## src/rtl/stoch_rng_limit_pkg.sv

```systemverilog
// Shared types and default constants for the stochastic RNG / limiter block.
package stoch_rng_limit_pkg;

  typedef enum logic [1:0] {
    ST_IDLE = 2'd0,
    ST_RUN  = 2'd1,
    ST_FIN  = 2'd2
  } fsm_t;

  // 1 + x^2 + x^3 + x^5 + x^16
  localparam logic [15:0] TAP_MASK_DEF = 16'h8016;
  localparam logic [15:0] SEED_RST_DEF = 16'hACE1;

endpackage

```

## src/rtl/stoch_rng_limit_if.sv

```systemverilog
// Control/data bundle between a bitstream consumer and stoch_rng_limit.
interface stoch_rng_limit_if #(
  parameter int unsigned LFSR_W = 16,
  parameter int unsigned OUT_W  = 8,
  parameter int unsigned NCH    = 2,
  parameter int unsigned CNT_W  = 16
);

  logic                   START;
  logic [CNT_W-1:0]       LEN;
  logic                   EN;
  logic                   SEED_LD;
  logic [LFSR_W-1:0]      SEED;
  logic                   LIMIT_LD;
  logic [NCH*OUT_W-1:0]   LIMIT;
  logic [NCH*OUT_W-1:0]   OUT;
  logic                   VALID;
  logic                   DONE;
  logic                   LOCKUP;

  modport master (
    output START, LEN, EN, SEED_LD, SEED, LIMIT_LD, LIMIT,
    input  OUT, VALID, DONE, LOCKUP
  );

  modport slave (
    input  START, LEN, EN, SEED_LD, SEED, LIMIT_LD, LIMIT,
    output OUT, VALID, DONE, LOCKUP
  );

endinterface

```

## src/rtl/stoch_rng_limit_lfsr_scale.sv

```systemverilog
// One channel: multiply a raw LFSR slice by its limit and keep the upper half.
module lfsr_scale #(
  parameter int unsigned W = 8
) (
  input  logic         clk,
  input  logic         rst_n,
  input  logic         load,
  input  logic [W-1:0] raw,
  input  logic [W-1:0] limit,
  output logic [W-1:0] out_q
);

  logic [2*W-1:0] prod;
  logic [W-1:0]   prod_hi;

  // Full-width product, truncated (no rounding) so the result stays below limit.
  always_comb begin
    prod    = {{W{1'b0}}, raw} * {{W{1'b0}}, limit};
    prod_hi = W'(prod >> W);
  end

  // Register the scaled sample only on a step; otherwise hold the last one.
  always_ff @(posedge clk or negedge rst_n) begin
    if (!rst_n) begin
      out_q <= '0;
    end else if (load) begin
      out_q <= prod_hi;
    end
  end

endmodule

```

## src/rtl/stoch_rng_limit.sv

```systemverilog
// LFSR-driven multi-channel random sample generator with per-channel scaling
// and a length-limited run controller.
module stoch_rng_limit
  import stoch_rng_limit_pkg::*;
#(
  parameter int unsigned       LFSR_W   = 16,
  parameter int unsigned       OUT_W    = 8,
  parameter int unsigned       NCH      = 2,
  parameter logic [LFSR_W-1:0] TAP_MASK = TAP_MASK_DEF,
  parameter logic [LFSR_W-1:0] SEED_RST = SEED_RST_DEF,
  parameter int unsigned       CNT_W    = 16
) (
  input  logic             TRIG,
  input  logic             RESET,
  stoch_rng_limit_if.slave bus
);

  if (NCH * OUT_W > LFSR_W) begin : g_bad_width
    $error("stoch_rng_limit: NCH*OUT_W (%0d) exceeds LFSR_W (%0d)", NCH * OUT_W, LFSR_W);
  end
  if (TAP_MASK[LFSR_W-1] != 1'b1) begin : g_bad_taps
    $error("stoch_rng_limit: TAP_MASK must include bit LFSR_W-1");
  end

  logic [LFSR_W-1:0]    lfsr_q;
  logic [NCH*OUT_W-1:0] limit_q;
  logic [NCH*OUT_W-1:0] out_w;
  logic [CNT_W-1:0]     cnt_q;
  fsm_t                 fsm_q;
  logic                 valid_q;
  logic                 done_q;
  logic                 lockup_q;
  logic                 fb;
  logic                 step;

  // Feedback bit and step qualifier; a seed load always wins over a step.
  always_comb begin
    fb   = ^(lfsr_q & TAP_MASK);
    step = (fsm_q == ST_RUN) && bus.EN && !bus.SEED_LD;
  end

  // Run controller, LFSR state, limit register and status flags.
  always_ff @(posedge TRIG or negedge RESET) begin
    if (!RESET) begin
      lfsr_q   <= SEED_RST;
      limit_q  <= '1;
      cnt_q    <= '0;
      fsm_q    <= ST_IDLE;
      valid_q  <= 1'b0;
      done_q   <= 1'b0;
      lockup_q <= 1'b0;
    end else begin
      valid_q <= 1'b0;
      done_q  <= 1'b0;
      if (bus.LIMIT_LD) begin
        limit_q <= bus.LIMIT;
      end
      if (bus.SEED_LD) begin
        // An all-zero seed would lock the LFSR; substitute and flag it.
        if (bus.SEED == '0) begin
          lfsr_q   <= SEED_RST;
          lockup_q <= 1'b1;
        end else begin
          lfsr_q <= bus.SEED;
        end
        fsm_q <= ST_IDLE;
      end else begin
        case (fsm_q)
          ST_IDLE: begin
            if (bus.START && (bus.LEN != '0)) begin
              cnt_q <= bus.LEN;
              fsm_q <= ST_RUN;
            end
          end
          ST_RUN: begin
            if (step) begin
              lfsr_q  <= {lfsr_q[LFSR_W-2:0], fb};
              valid_q <= 1'b1;
              cnt_q   <= cnt_q - CNT_W'(1);
              if (cnt_q == CNT_W'(1)) begin
                fsm_q <= ST_FIN;
              end
            end
          end
          ST_FIN: begin
            done_q <= 1'b1;
            fsm_q  <= ST_IDLE;
          end
          default: fsm_q <= ST_IDLE;
        endcase
      end
    end
  end

  for (genvar k = 0; k < NCH; k++) begin : g_ch
    lfsr_scale #(.W(OUT_W)) u_scale (
      .clk   (TRIG),
      .rst_n (RESET),
      .load  (step),
      .raw   (lfsr_q[k*OUT_W +: OUT_W]),
      .limit (limit_q[k*OUT_W +: OUT_W]),
      .out_q (out_w[k*OUT_W +: OUT_W])
    );
  end

  assign bus.OUT    = out_w;
  assign bus.VALID  = valid_q;
  assign bus.DONE   = done_q;
  assign bus.LOCKUP = lockup_q;

endmodule

```

## src/flat_wrapper.sv

```systemverilog
// flat-port wrapper written by rule: the top's interface ports become plain ports
module stoch_rng_limit_flat import stoch_rng_limit_pkg::*;
#(
  parameter int unsigned       LFSR_W   = 16,
  parameter int unsigned       OUT_W    = 8,
  parameter int unsigned       NCH      = 2,
  parameter logic [LFSR_W-1:0] TAP_MASK = TAP_MASK_DEF,
  parameter logic [LFSR_W-1:0] SEED_RST = SEED_RST_DEF,
  parameter int unsigned       CNT_W    = 16
)
  (TRIG, RESET, bus_START, bus_LEN, bus_EN, bus_SEED_LD, bus_SEED, bus_LIMIT_LD, bus_LIMIT, bus_OUT, bus_VALID, bus_DONE, bus_LOCKUP);
  stoch_rng_limit_if #(.LFSR_W(LFSR_W), .OUT_W(OUT_W), .NCH(NCH), .CNT_W(CNT_W)) bus_i ();
  input  logic TRIG;
  input  logic RESET;
  input wire logic [$bits(bus_i.START)-1:0] bus_START;
  input wire logic [$bits(bus_i.LEN)-1:0] bus_LEN;
  input wire logic [$bits(bus_i.EN)-1:0] bus_EN;
  input wire logic [$bits(bus_i.SEED_LD)-1:0] bus_SEED_LD;
  input wire logic [$bits(bus_i.SEED)-1:0] bus_SEED;
  input wire logic [$bits(bus_i.LIMIT_LD)-1:0] bus_LIMIT_LD;
  input wire logic [$bits(bus_i.LIMIT)-1:0] bus_LIMIT;
  output wire logic [$bits(bus_i.OUT)-1:0] bus_OUT;
  output wire logic [$bits(bus_i.VALID)-1:0] bus_VALID;
  output wire logic [$bits(bus_i.DONE)-1:0] bus_DONE;
  output wire logic [$bits(bus_i.LOCKUP)-1:0] bus_LOCKUP;
  assign bus_i.START = bus_START;
  assign bus_i.LEN = bus_LEN;
  assign bus_i.EN = bus_EN;
  assign bus_i.SEED_LD = bus_SEED_LD;
  assign bus_i.SEED = bus_SEED;
  assign bus_i.LIMIT_LD = bus_LIMIT_LD;
  assign bus_i.LIMIT = bus_LIMIT;
  assign bus_OUT = bus_i.OUT;
  assign bus_VALID = bus_i.VALID;
  assign bus_DONE = bus_i.DONE;
  assign bus_LOCKUP = bus_i.LOCKUP;
  stoch_rng_limit #(.LFSR_W(LFSR_W), .OUT_W(OUT_W), .NCH(NCH), .TAP_MASK(TAP_MASK), .SEED_RST(SEED_RST), .CNT_W(CNT_W)) u_core (.TRIG(TRIG), .RESET(RESET), .bus(bus_i));
endmodule
```

## config.mk

```make
export PLATFORM = sky130hd
export DESIGN_NAME = stoch_rng_limit_flat
export DESIGN_NICKNAME = d
export VERILOG_FILES = /design/src/rtl/stoch_rng_limit_pkg.sv /design/src/rtl/stoch_rng_limit_if.sv /design/src/rtl/stoch_rng_limit_lfsr_scale.sv /design/src/rtl/stoch_rng_limit.sv /design/src/flat_wrapper.sv
export SDC_FILE = /design/constraint.sdc
export NUM_CORES = 1
export LEC_CHECK = 0
export CAP_MARGIN = 20
export CORE_MARGIN = 2
export CORE_UTILIZATION = 42
export CTS_CLUSTER_DIAMETER = 50
export DETAILED_ROUTE_END_ITERATION = 10
export GPL_ROUTABILITY_DRIVEN = 0
export GPL_TIMING_DRIVEN = 0
export MAX_ROUTING_LAYER = met4
export PLACE_DENSITY_LB_ADDON = 0.2
export SLEW_MARGIN = 20
export SYNTH_ARGS = -nofsm -noshare
export SYNTH_HDL_FRONTEND = slang
export SYNTH_SLANG_ARGS = --single-unit
```

## constraint.sdc

```tcl
create_clock -name TRIG -period 9.5 [get_ports TRIG]
set_input_delay 0.95 -clock TRIG [delete_from_list [all_inputs] [get_ports TRIG]]
set_output_delay 0.95 -clock TRIG [all_outputs]
set_load 0.005 [all_outputs]
```

# After elaboration in Yosys (flattened, before gate mapping)
# Cells that the tools add are included.
[totals] register_bits=69 input_bits=54 output_inout_bits=19 word_cells=53
[classes] n_mux=17 reduce_logical=15 mul=2 n_eq_ne=8 addsub=1 n_bitwise=1
[ops] operator="$mux 16" count=6
[ops] operator="$mul 8x8->16" count=2
[ops] operator="$pmux 16 s2" count=1
[ops] operator="$eq 16x1->1 const B" count=1
[ops] operator="$logic_not 16->1" count=1
[ops] operator="$reduce_bool 16->1" count=1
[ops] operator="$reduce_xor 16->1" count=1
[ops] operator="$sub 16x1->16 const B" count=1
[ops] operator="$mux 2" count=4
[ops] operator="$ne 3x3->1 const B" count=2
[ops] operator="$reduce_bool 2->1" count=3
[ops] operator="$mux 1" count=5
[ops] operator="$pmux 2 s2" count=1
[ops] operator="$reduce_and 2->1" count=2
[ops] operator="$reduce_and 4->1" count=1
[ops] operator="$logic_and 1x1->1" count=3
[ops] operator="$ne 3x2->1 const B" count=1
[ops] operator="$reduce_and 3->1" count=1
[ops] operator="$eq 2x1->1 const B" count=1
[ops] operator="$eq 2x2->1 const B" count=1
[ops] operator="$logic_not 2->1" count=1
[ops] operator="$ne 2x1->1 const B" count=1
[ops] operator="$ne 2x2->1 const B" count=1
[ops] operator="$logic_not 1->1" count=1
[ops] operator="$not 1->1" count=1

# Depth between registers and ports, before layout
[depth] ltp_word=6 depth_mapped=17 ltp_nobuf=16

# By module
# A second synthesis with hierarchy kept.
[unflattened] cells_unflattened=763 hier_area_um2=7427.1
[by_module_without_submodules] mod="stoch_rng_limit" seq_area_each_um2=1356.3 n_inst=1 cells_each=279 area_each_um2=2842.7
[by_module_without_submodules] mod="lfsr_scale at u_core.g_ch[0].u_scale" seq_area_each_um2=200.2 n_inst=1 cells_each=242 area_each_um2=2314.7
[by_module_without_submodules] mod="lfsr_scale at u_core.g_ch[1].u_scale" seq_area_each_um2=200.2 n_inst=1 cells_each=242 area_each_um2=2269.7

# Least setup slack after synthesis
# Ideal clock, no wire load.
[synth_path] path_kind="reg-to-reg" start="reg u_core.limit_q[5]" end="reg u_core.g_ch[0].u_scale.out_q[5]" required_ps=9431 path_stages_with_launch=15 arrival_time_ps=4305 path_slack_ps=5126 cell_sequence="dfstp_2 > clkbuf_1 > nand2_1 > fa_1 > fa_1 > fa_1 > fa_1 > inv_1 > ha_1 > a21oi_1 > o21ai_0 > a41oi_1 > o21ai_1 > or4b_1 > nand3_1"
[synth_between] elab_chain_cells=1
[synth_lines] item="start: declaration" line="stoch_rng_limit.sv:26" source="logic [NCH*OUT_W-1:0] limit_q;"
[synth_lines] item="start signal: assignment" line="stoch_rng_limit.sv:56" source="limit_q <= bus.LIMIT;"
[synth_lines] item="$mul 8x8->16" line="stoch_rng_limit_lfsr_scale.sv:18" source="prod = {{W{1'b0}}, raw} * {{W{1'b0}}, limit};"
[synth_lines] item="end signal: assignment" line="stoch_rng_limit_lfsr_scale.sv:27" source="out_q <= prod_hi;"
[synth_lines] item="end: declaration" line="stoch_rng_limit_lfsr_scale.sv:10" source="output logic [W-1:0] out_q"
# No other way between the ends.
# A chain may end at the register's enable or synchronous reset.

# Worst setup path in the final report
[layout_path] start="reg u_core.lfsr_q[6]" end="reg u_core.g_ch[0].u_scale.out_q[5]"
[layout_between] elab_chain_cells=1
[layout_lines] item="start: declaration" line="stoch_rng_limit.sv:25" source="logic [LFSR_W-1:0] lfsr_q;"
[layout_lines] item="start signal: assignment" line="stoch_rng_limit.sv:64" source="lfsr_q <= bus.SEED;"
[layout_lines] item="start signal: assignment" line="stoch_rng_limit.sv:77" source="lfsr_q <= {lfsr_q[LFSR_W-2:0], fb};"
[layout_lines] item="$mul 8x8->16" line="stoch_rng_limit_lfsr_scale.sv:18"
# No other way between the ends.

==> impl_metrics.py <==
metrics = {
    "cts": {
        "clkLatencyLatePin_ns": 0.35,
        "hold_buffers": 0,
        "cts_buffers": 9,
        "clockBufferDepth": 2,
        "cts-resized-gates": 0,
        "tritoncts": "built",
        "htree_levels": 3,
        "cts_root_buf": "clkbuf_16",
        "cts_setup_buffers": 0,
        "clk_pin_slew_ns": 0.06,
        "cts.sinks": 69,
    },
    "final_layout": {
        "drive_gt1_share_pct": 7.940,
        "num-fill-cells": 1589,
        "antenna_cells": 0,
        "area_growth_pct": 18.69,
        "layout.cells.non_filler": 1089,
        "nets": 1056,
        "final_util_pct": 51.00,
    },
    "drt": {
        "firstDrtPassIters": 4,
        "ant_nets": 0,
        "drt_iter0_drc": 229,
        "wl_per_cell_um": 15.51,
        "drt_wl_total_mm": 16.89,
        "vias": 5702,
        "viasPerCell": 5.236,
        "drc_errors": 0,
    },
    "die": {
        "die_y_um": 134.5,
        "io_pins": 73,
        "die_x_um": 134.5,
        "die-area_sq_mm": 0.01808,
        "initial_core_util_pct": 42.97,
        "coreArea_sq_mm": 0.01664,
        "std_cell_rows": 47,
    },
    "timing": {
        "period_needed_ns": 4.948,
        "finalClockSkew_ns": 0.007849,
        "setup_viol": 0,
        "hold_viol_final": 0,
        "tns_ns": 0,
        "worst-slew-pin-transition_ns": 0.7119,
        "finalCritPeriodShare_pct": 52.08,
        "fmax_mhz": 202.1,
        "fin_ws_ns": 4.552,
        "slew_headroom_pct": 52.54,
        "rsz0062_at_grt": "no",
        "final_max_slew_viol_count": 0,
    },
    "run_status": {
        "status": "finished clean",
    },
    "critical_path": {
        "cp-end-kind": "register",
        "critPathMaxStageDelay_ns": 0.51,
        "critPathMaxFanout": 10,
        "crit_type": "reg2reg",
        "path_cells": "clkbuf_1, and2_1, fa_1, inv_1, fa_1, fa_1, fa_1, inv_1, ha_1, a21oi_1, o21ai_0, a41oi_1, o21ai_1, or4b_1, nand3_1",
        "cp-start-kind": "register",
        "crit_top_cell": "fa_1",
        "worstPathArrival_ns": 5.24,
        "crit_slowest_cell": "dfstp_2",
        "cp.required_ns": 9.79,
    },
    "global_route": {
        "grt_remaining_overflow": 0,
        "grt_pass1_vias": 5544,
        "antenna_found_initial": 0,
        "grt_usage_pct": 19.88,
        "grt_max_degree": 46,
        "grt_pass1_wl_mm": 27.72,
    },
    "synth": {
        "synth_seq_cells": 69,
        "postSynth.asyncResetShare_pct": 100.0,
        "synth-edff-count": 0,
        "synth-main-ff-cell": "dfrtp_1",
        "yosysWarnings": 0,
        "syn_inst": 781,
        "syn_area_per_cell_sq_um": 9.156,
        "syn-cell-area_sq_mm": 0.007151,
        "synth.distinct_cells": 57,
        "syn_nets": 973,
        "ys_seq_area_share_pct": 24.57,
    },
    "placement": {
        "place_inst": 1073,
        "port_buffers": 71,
        "place_hpwl_mm": 13.28,
        "place_ws_ns": 4.570,
    },
    "power": {
        "p_total_mw": 2.084,
        "p_per_area_mw_per_mm2": 245.5,
        "p_leak_nw": 3.831,
        "vdd_ir_drop_max_uv": 175.3,
    },
    "hold_path": {
        "min_path_type": "reg2reg",
    },
    "run": {
        "drv_cap": 0,
    },
}
metrics by stage:
stage          area, sq um  hold WS [ns]
3_5_place_dp          8162        0.4643
5_1_grt               8487        0.4904
6_report              8487        0.4717
3_3_place_gp          8137        0.4555
2_1_floorplan         7151        0.4590
4_1_cts               8487        0.4779
layer usage:
metal / vias to the layer above / wire length [um] / GRT usage, %
li1: 2773 / - / -
met1: 2798 / 7627 / 25.80
met2: 110 / 8345 / 32.71
met3: 21 / 630 / 3.228
met4: 0 / 284 / 5.029
met5: - / 0 / -
final timing paths:
check | startpoint | to | slack (ns) | cells after the start
max | u_core.lfsr_q[6] | u_core.g_ch[0].u_scale.out_q[5] | 4.55 | 15
min | u_core.g_ch[1].u_scale.out_q[0] | u_core.g_ch[1].u_scale.out_q[0] | 0.47 | 2
max in group asynchronous | RESET | u_core.lfsr_q[15] | 8.37 | 2
min in group asynchronous | RESET | u_core.g_ch[0].u_scale.out_q[1] | 0.51 | 1
min reg2reg | u_core.g_ch[1].u_scale.out_q[0] | u_core.g_ch[1].u_scale.out_q[0] | 0.47 | 2
max reg2reg | u_core.lfsr_q[6] | u_core.g_ch[0].u_scale.out_q[5] | 4.55 | 15
synthesized netlist by cell type (15+ instances only):
master | n | area, sq um
a21oi_1 | 29 | 145.1
and2_1 | 92 | 575.6
clkbuf_1 | 27 | 101.4
dfrtp_1 | 45 | 1126
dfstp_2 | 24 | 630.6
fa_1 | 70 | 1401
ha_1 | 68 | 850.8
inv_1 | 85 | 319.1
mux2_2 | 16 | 180.2
nand2_1 | 99 | 371.6
nor2_1 | 22 | 82.58
o21ai_0 | 41 | 205.2
o21ai_1 | 19 | 95.09
xnor2_1 | 15 | 131.4
cells in the final DEF, fill, tap and decap left out, drive strengths merged, types with 22 or more instances in the layout:
cell           Yosys  routed
a21oi             29      29
and2              92      92
clkbuf            27      37
clkdlybuf4s50      0      70
dfrtp             45      45
dfstp             24      24
fa                70      70
ha                68      68
inv               86      86
nand2             99      99
nor2              22      22
o21ai             60      60
layout make-up:
| type | instances | area (sq um) | share of cell area, % |
|---|---|---|---|
| clock inverters | 6 | 86.33 | 1.017 |
| inverters | 86 | 322.8 | 3.804 |
| flip-flops and latches | 69 | 1757 | 20.70 |
| repair buffers | 72 | 735.7 | 8.669 |
| multi-input cells | 593 | 4945 | 58.26 |
| plain buffers | 33 | 126.4 | 1.489 |
| well taps | 220 | 275.3 | 3.243 |
| clock buffers | 10 | 239.0 | 2.816 |
critical path: cells and delay by family (launching register included):
kind	cells	cell delay, ns
flops	1	0.51
fa+ha+maj	5	2.14
compound gates	4	0.86
buf+inv	3	0.53
simple gates	3	0.82
state kept, by name, summed over array words and instances, names as in the netlist:
register,count
u_core.bus.DONE,1
u_core.cnt_q,16
u_core.g_ch.u_scale.out_q,16
u_core.limit_q,16
u_core.fsm_q,2
u_core.bus.VALID,1
u_core.bus.LOCKUP,1
u_core.lfsr_q,16
where the power goes:
group          internal (mW)  leakage [nW]  switching [mW]
Clock                  0.237         0.158           0.141
Combinational          0.576          2.87           0.708
Sequential             0.364         0.808          0.0595
logic make-up after synthesis:
logic type	synth area share [%]
DFF	24.57
adders and majority gates	31.50
and+or+nand+nor	20.10
xor gates and xnor gates	2.327
muxes	3.920
AOI/OAI and AO/OA	11.30
buffers and inverters	6.282
No activity file was read; power rests on OpenSTA's default activity.
